--- src/rtl/spi_host_pkg.sv ---
// Shared types for the SPI host: FSM states, SPI mode encodings and a CS-width helper.
package spi_host_pkg;

  typedef enum logic [1:0] {IDLE, SETUP, SHIFT, HOLD} state_t;

  localparam logic [1:0] SPI_MODE0 = 2'b00;
  localparam logic [1:0] SPI_MODE1 = 2'b01;
  localparam logic [1:0] SPI_MODE2 = 2'b10;
  localparam logic [1:0] SPI_MODE3 = 2'b11;

  // A single chip select still needs a 1-bit selector port.
  function automatic int cs_width(input int n);
    return (n > 1) ? $clog2(n) : 1;
  endfunction

endpackage

--- src/rtl/spi_host_clkdiv.sv ---
// SCK half-period generator: down-counter reloaded on accept, one-cycle tick every cfg_div+1 cycles.
module spi_host_clkdiv #(
  parameter int DIV_W = 8
) (
  input  logic             clk,
  input  logic             reset_n,
  input  logic             load,
  input  logic             en,
  input  logic [DIV_W-1:0] div,
  output logic             tick
);

  logic [DIV_W-1:0] div_reg;
  logic [DIV_W-1:0] cnt_reg;

  assign tick = en && (cnt_reg == '0);

  always_ff @(posedge clk or negedge reset_n) begin
    if (!reset_n) begin
      div_reg <= '0;
      cnt_reg <= '0;
    end else if (load) begin
      div_reg <= div;
      cnt_reg <= div;
    end else if (tick) begin
      cnt_reg <= div_reg;
    end else if (en) begin
      cnt_reg <= cnt_reg - 1'b1;
    end
  end

endmodule

--- src/rtl/spi_host.sv ---
// SPI host with word width, SCK divider, CPOL/CPHA modes and chip-select hold.
// Optional LSB-first transfers are enabled by defining SPI_LSB_FIRST_EN (adds cfg_lsb).
module spi_host
  import spi_host_pkg::*;
#(
  parameter  int DATA_W = 8,
  parameter  int DIV_W  = 8,
  parameter  int NCS    = 2,
  localparam int CS_W   = cs_width(NCS)
) (
  input  logic              clk,
  input  logic              reset_n,
  input  logic [DIV_W-1:0]  cfg_div,
  input  logic              cfg_cpol,
  input  logic              cfg_cpha,
`ifdef SPI_LSB_FIRST_EN
  input  logic              cfg_lsb,
`endif
  input  logic [CS_W-1:0]   cs_sel,
  input  logic              cs_hold,
  input  logic [DATA_W-1:0] di,
  input  logic              wr,
  output logic [DATA_W-1:0] do_data,
  output logic              dsr,
  output logic              busy,
  output logic              sck,
  output logic              mosi,
  input  logic              miso,
  output logic [NCS-1:0]    cs_n
);

  localparam int EC_W = $clog2(2 * DATA_W);

  state_t            state_reg;
  logic [DATA_W-1:0] tx_reg;
  logic [DATA_W-1:0] rx_reg;
  logic [DATA_W-1:0] rx_next;
  logic [EC_W-1:0]   edge_reg;
  logic              cpha_reg;
  logic              hold_reg;
  logic              lsb_reg;
  logic              miso_s_reg;
  logic              sample_reg;
  logic              lsb_in;
  logic              accept;
  logic              tick;
  logic              lead_edge;
  logic [NCS-1:0]    cs_dec;

`ifdef SPI_LSB_FIRST_EN
  assign lsb_in = cfg_lsb;
`else
  assign lsb_in = 1'b0;
`endif

  assign accept    = wr && (state_reg == IDLE);
  assign lead_edge = ~edge_reg[0];

  generate
    for (genvar gi = 0; gi < NCS; gi++) begin : g_cs
      assign cs_dec[gi] = (cs_sel != CS_W'(gi));
    end
  endgenerate

  function automatic logic first_bit(input logic [DATA_W-1:0] w, input logic lsb);
    return lsb ? w[0] : w[DATA_W-1];
  endfunction

  function automatic logic [DATA_W-1:0] shift_out(input logic [DATA_W-1:0] w, input logic lsb);
    return lsb ? (w >> 1) : (w << 1);
  endfunction

  // Sampling happens one cycle after the SCK edge, so the sync flop already holds the
  // level that was on miso when SCK moved; the final sample may land on the done edge.
  always_comb begin
    rx_next = rx_reg;
    if (sample_reg)
      rx_next = lsb_reg ? {miso_s_reg, rx_reg[DATA_W-1:1]} : {rx_reg[DATA_W-2:0], miso_s_reg};
  end

  spi_host_clkdiv #(.DIV_W(DIV_W)) u_clkdiv (
    .clk     (clk),
    .reset_n (reset_n),
    .load    (accept),
    .en      (state_reg != IDLE),
    .div     (cfg_div),
    .tick    (tick)
  );

  always_ff @(posedge clk or negedge reset_n) begin
    if (!reset_n) begin
      state_reg  <= IDLE;
      tx_reg     <= '0;
      rx_reg     <= '0;
      edge_reg   <= '0;
      cpha_reg   <= 1'b0;
      hold_reg   <= 1'b0;
      lsb_reg    <= 1'b0;
      miso_s_reg <= 1'b0;
      sample_reg <= 1'b0;
      do_data    <= '0;
      dsr        <= 1'b0;
      busy       <= 1'b0;
      sck        <= 1'b0;
      mosi       <= 1'b0;
      cs_n       <= '1;
    end else begin
      miso_s_reg <= miso;
      sample_reg <= 1'b0;
      rx_reg     <= rx_next;
      case (state_reg)
        IDLE: begin
          if (wr) begin
            cpha_reg  <= cfg_cpha;
            hold_reg  <= cs_hold;
            lsb_reg   <= lsb_in;
            dsr       <= 1'b0;
            busy      <= 1'b1;
            sck       <= cfg_cpol;
            cs_n      <= cs_dec;
            edge_reg  <= '0;
            rx_reg    <= '0;
            state_reg <= SETUP;
            if (!cfg_cpha) begin
              mosi   <= first_bit(di, lsb_in);
              tx_reg <= shift_out(di, lsb_in);
            end else begin
              tx_reg <= di;
            end
          end
        end
        SETUP: begin
          if (tick) state_reg <= SHIFT;
        end
        SHIFT: begin
          if (tick) begin
            sck      <= ~sck;
            edge_reg <= edge_reg + 1'b1;
            if (lead_edge ^ cpha_reg) begin
              sample_reg <= 1'b1;
            end else begin
              mosi   <= first_bit(tx_reg, lsb_reg);
              tx_reg <= shift_out(tx_reg, lsb_reg);
            end
            if (edge_reg == EC_W'(2 * DATA_W - 1)) state_reg <= HOLD;
          end
        end
        HOLD: begin
          if (tick) begin
            do_data   <= rx_next;
            dsr       <= 1'b1;
            busy      <= 1'b0;
            mosi      <= 1'b0;
            state_reg <= IDLE;
            if (!hold_reg) cs_n <= '1;
          end
        end
      endcase
    end
  end

endmodule
--- config.mk ---
export PLATFORM = sky130hd
export DESIGN_NAME = spi_host
export DESIGN_NICKNAME = d
export VERILOG_FILES = /design/src/rtl/spi_host_pkg.sv /design/src/rtl/spi_host_clkdiv.sv /design/src/rtl/spi_host.sv
export SDC_FILE = /design/constraint.sdc
export NUM_CORES = 1
export LEC_CHECK = 0
export BUFFER_PORTS_ARGS = -buffer_cell sky130_fd_sc_hd__buf_2
export CORE_UTILIZATION = 27
export CTS_CLUSTER_DIAMETER = 200
export DETAILED_ROUTE_END_ITERATION = 8
export GPL_TIMING_DRIVEN = 0
export MAX_ROUTING_LAYER = met4
export PLACE_DENSITY = 0.47
export SYNTH_ARGS = -nofsm -noshare
export SYNTH_HDL_FRONTEND = slang
export SYNTH_HIERARCHICAL = 1
export SYNTH_SLANG_ARGS = --single-unit
--- constraint.sdc ---
create_clock -name clk -period 3.5 [get_ports clk]
set_input_delay 0.35 -clock clk [delete_from_list [all_inputs] [get_ports clk]]
set_output_delay 0.35 -clock clk [all_outputs]
set_load 0.02 [all_outputs]
==> impl_metrics.py <==
metrics = {
    "yosys": {
        "ys_seq_elements": 56,
        "synthTopCellsByArea": "dfrtp_1, mux2i_1, nor2_1",
        "ys_warn_count": 6,
        "synth.avg_cell_area_um2": 9.93,
        "synthFlopType": "dfrtp_1",
        "synth.cell_area_um2": 2910,
        "syn_inst": 293,
        "netlist.area_leader.share": 0.465,
        "yosysSeqAreaShare": 0.483,
        "yosys.area.top_type": "dfrtp_1",
        "syn-num-nets": 326,
        "synth-async-reset-ratio": 1.00,
        "synth.distinct_cells": 50,
        "synth_edf_count": 0,
    },
    "floorplanning": {
        "die_area_um2": 11200,
        "start_util": 0.281,
        "num_rows": 37,
        "die_w_um": 106,
        "io_pins": 38,
        "core_area_um2": 10400,
        "chipHeight_um": 106,
    },
    "final_layout": {
        "syn_to_final_growth_pct": 15.4,
        "nets": 369,
        "multi_input_area_um2": 1380,
        "fillers": 1125,
        "drive_above_1_share": 0.208,
        "antenna_cells": 0,
        "seqCellArea_um2": 1400,
        "fin_util": 0.324,
    },
    "run": {
        "drv_cap": 0,
    },
    "detailed_routing": {
        "wl_mm": 6.48,
        "firstDrtPassIters": 7,
        "drtIter0Drc": 151,
        "remaining_drc_errors": 0,
        "vias": 2315,
        "avgViaCountPerCell": 4.89,
        "wl_per_cell_um": 13.7,
        "ant_nets": 0,
    },
    "sta": {
        "setup_viol": 0,
        "period_share": 0.855,
        "relSlewSlack": 0.518,
        "tns_ns": 0,
        "worst_slew_pin_slew_ns": 0.723,
        "rsz0062_at_grt": "false",
        "skew_ns": 0.0113,
        "max_freq_ghz": 0.334,
        "maxSlewViolCount": 0,
        "finalCriticalPeriod_ns": 2.99,
        "hold_viol": 0,
    },
    "worst_setup_path": {
        "cp_num_buf_inv": 6,
        "critPathMaxFanout": 10,
        "cp-startpoint": "state_reg[1]",
        "path_cells": "inv_1 > ha_1 > buf_6 > inv_1 > nor4b_4 > buf_4 > inv_2 > nor2_1 > buf_2 > nor2_1 > a21oi_1",
        "r2r_setup_slack_ns": 0.51,
        "criticalPathCategory": "register to register",
        "cp.required_ns": 3.76,
        "start_kind": "register",
        "worst_setup_path_end_kind": "register",
        "crit-reg2reg-launch": "state_reg[1]",
        "cpMaxStageDelayCell": "nor4b_4",
        "cp_num_cells": 11,
        "crit_end": "do_data[7]",
        "critPathArrivalTime_ns": 3.25,
        "ff2ff_path_depth": 11,
        "crit_family": "buffers and inverters",
        "timing.rr.end": "do_data[7]",
        "max_stage_delay_ns": 0.51,
    },
    "cts": {
        "cts_hold_buf": 0,
        "cts_buffers": 5,
        "cts.htree.levels": 2,
        "cts_tree": "yes",
        "cts_sinks": 56,
        "post_cts_buffers": 0,
        "path_clk_slew_ns": 0.11,
        "cts_resized": 0,
        "clockBufferDepth": 2,
        "cts-root-buf": "clkbuf_8",
        "clk_latency_ns": 0.32,
    },
    "pwr": {
        "p_leak_nw": 1.48,
        "finalPower_mw": 1.08,
        "cellPowerDensity_nw_per_um2": 321,
        "max-vdd-ir-drop_uv": 142,
    },
    "global_routing": {
        "grt_use_total": 0.129,
        "grt_pass1_wl_mm": 11.2,
        "grt_max_degree": 57,
        "grt_pass1_vias": 2291,
        "antenna_found_initial": 0,
        "grt-ovfl-total": 0,
    },
    "worst_hold_path": {
        "hp-class": "input port to async pin",
    },
    "place": {
        "dpl.hpwl_mm": 4.55,
        "io_buffers": 36,
        "gp_congestion": 0.826,
    },
    "run_status": {
        "status": "finished, final reports clean",
    },
}
[cells in the final DEF, fill, tap and decap left out, drive strengths merged, types with 3 or more instances in the layout]
cell type	synthesis	routed
a21oi	27	27
a22o	4	4
a22oi	3	3
a31oi	5	5
buf	9	45
clkbuf	4	9
dfrtp	54	54
ha	9	9
inv	15	16
mux2	8	8
mux2i	20	20
nand2	21	21
nand2b	4	4
nand3	6	6
nor2	39	39
nor2b	4	4
nor3	6	6
o21ai	18	18
o31ai	4	4
xnor2	4	4
[synthesized netlist by cell type (4+ instances only)]
master	instances
buf_2	5
clkbuf_1	4
nor2b_1	4
o21ai_1	7
ha_1	9
a31oi_1	5
a22o_1	4
xnor2_1	4
nor2_1	39
o21ai_0	9
nand3_1	6
nand2_1	21
a21oi_1	27
mux2i_1	20
nor3_1	6
mux2_2	8
dfrtp_1	54
o31ai_1	4
inv_1	14
[power by group]
part	internal [mW]	total, mW	switching (mW)	leakage [nW]
Sequential	0.647	0.648	0.000183	0.686
Clock	0.148	0.391	0.244	0.0463
Combinational	0.0149	0.0395	0.0247	0.744
[cell families (layout without fill, tap and decap cells)]
family / Yosys count / in the layout / synth area share
simple gates: 95 / 95 / 0.162
compound gates: 73 / 73 / 0.160
flops: 56 / 56 / 0.483
mux: 28 / 28 / 0.0998
buf+inv: 28 / 72 / 0.0447
fa+ha+maj: 9 / 9 / 0.0387
xor+xnor: 4 / 4 / 0.0120
[per-stage QoR]
stage | cell area (um2) | worst slack, ns | hold slack [ns] | std cells
after floorplan | 2910 | 0.997 | 0.0544 | 293
after global placement | 3260 | 0.474 | 0.460 | 465
after detailed placement | 3260 | 0.512 | 0.459 | 465
after CTS | 3360 | 0.496 | 0.112 | 473
after global routing | 3360 | 0.204 | 0.106 | 473
final | 3360 | 0.506 | 0.0737 | 473
[worst min-delay path by stage]
stage,cells past startpoint,slack [ns],endpoint
finish,1,0.07,do_data[7]
global placement,1,0.46,miso_s_reg
floorplan,0,0.05,busy
global route,1,0.11,miso_s_reg
CTS,1,0.11,miso_s_reg
detailed placement,1,0.46,miso_s_reg
[final cells by class]
| type | instances | share of cell area |
|---|---|---|
| Clock buffer | 5 | 0.0205 |
| Clock inverter | 3 | 0.00820 |
| Buffer | 13 | 0.0220 |
| Tap cell | 136 | 0.0507 |
| Timing Repair Buffer | 36 | 0.0544 |
| Sequential cell | 56 | 0.418 |
| Inverter | 15 | 0.0168 |
| Multi-Input combinational cell | 209 | 0.409 |
[routing by layer]
layer,up-vias,global-route usage,wire [um]
li1,1118,-,-
met1,1133,0.172,3150
met2,55,0.202,2980
met3,9,0.0186,243
met4,0,0.0437,106
met5,-,-,0
No activity file was read; power rests on OpenSTA's default activity.
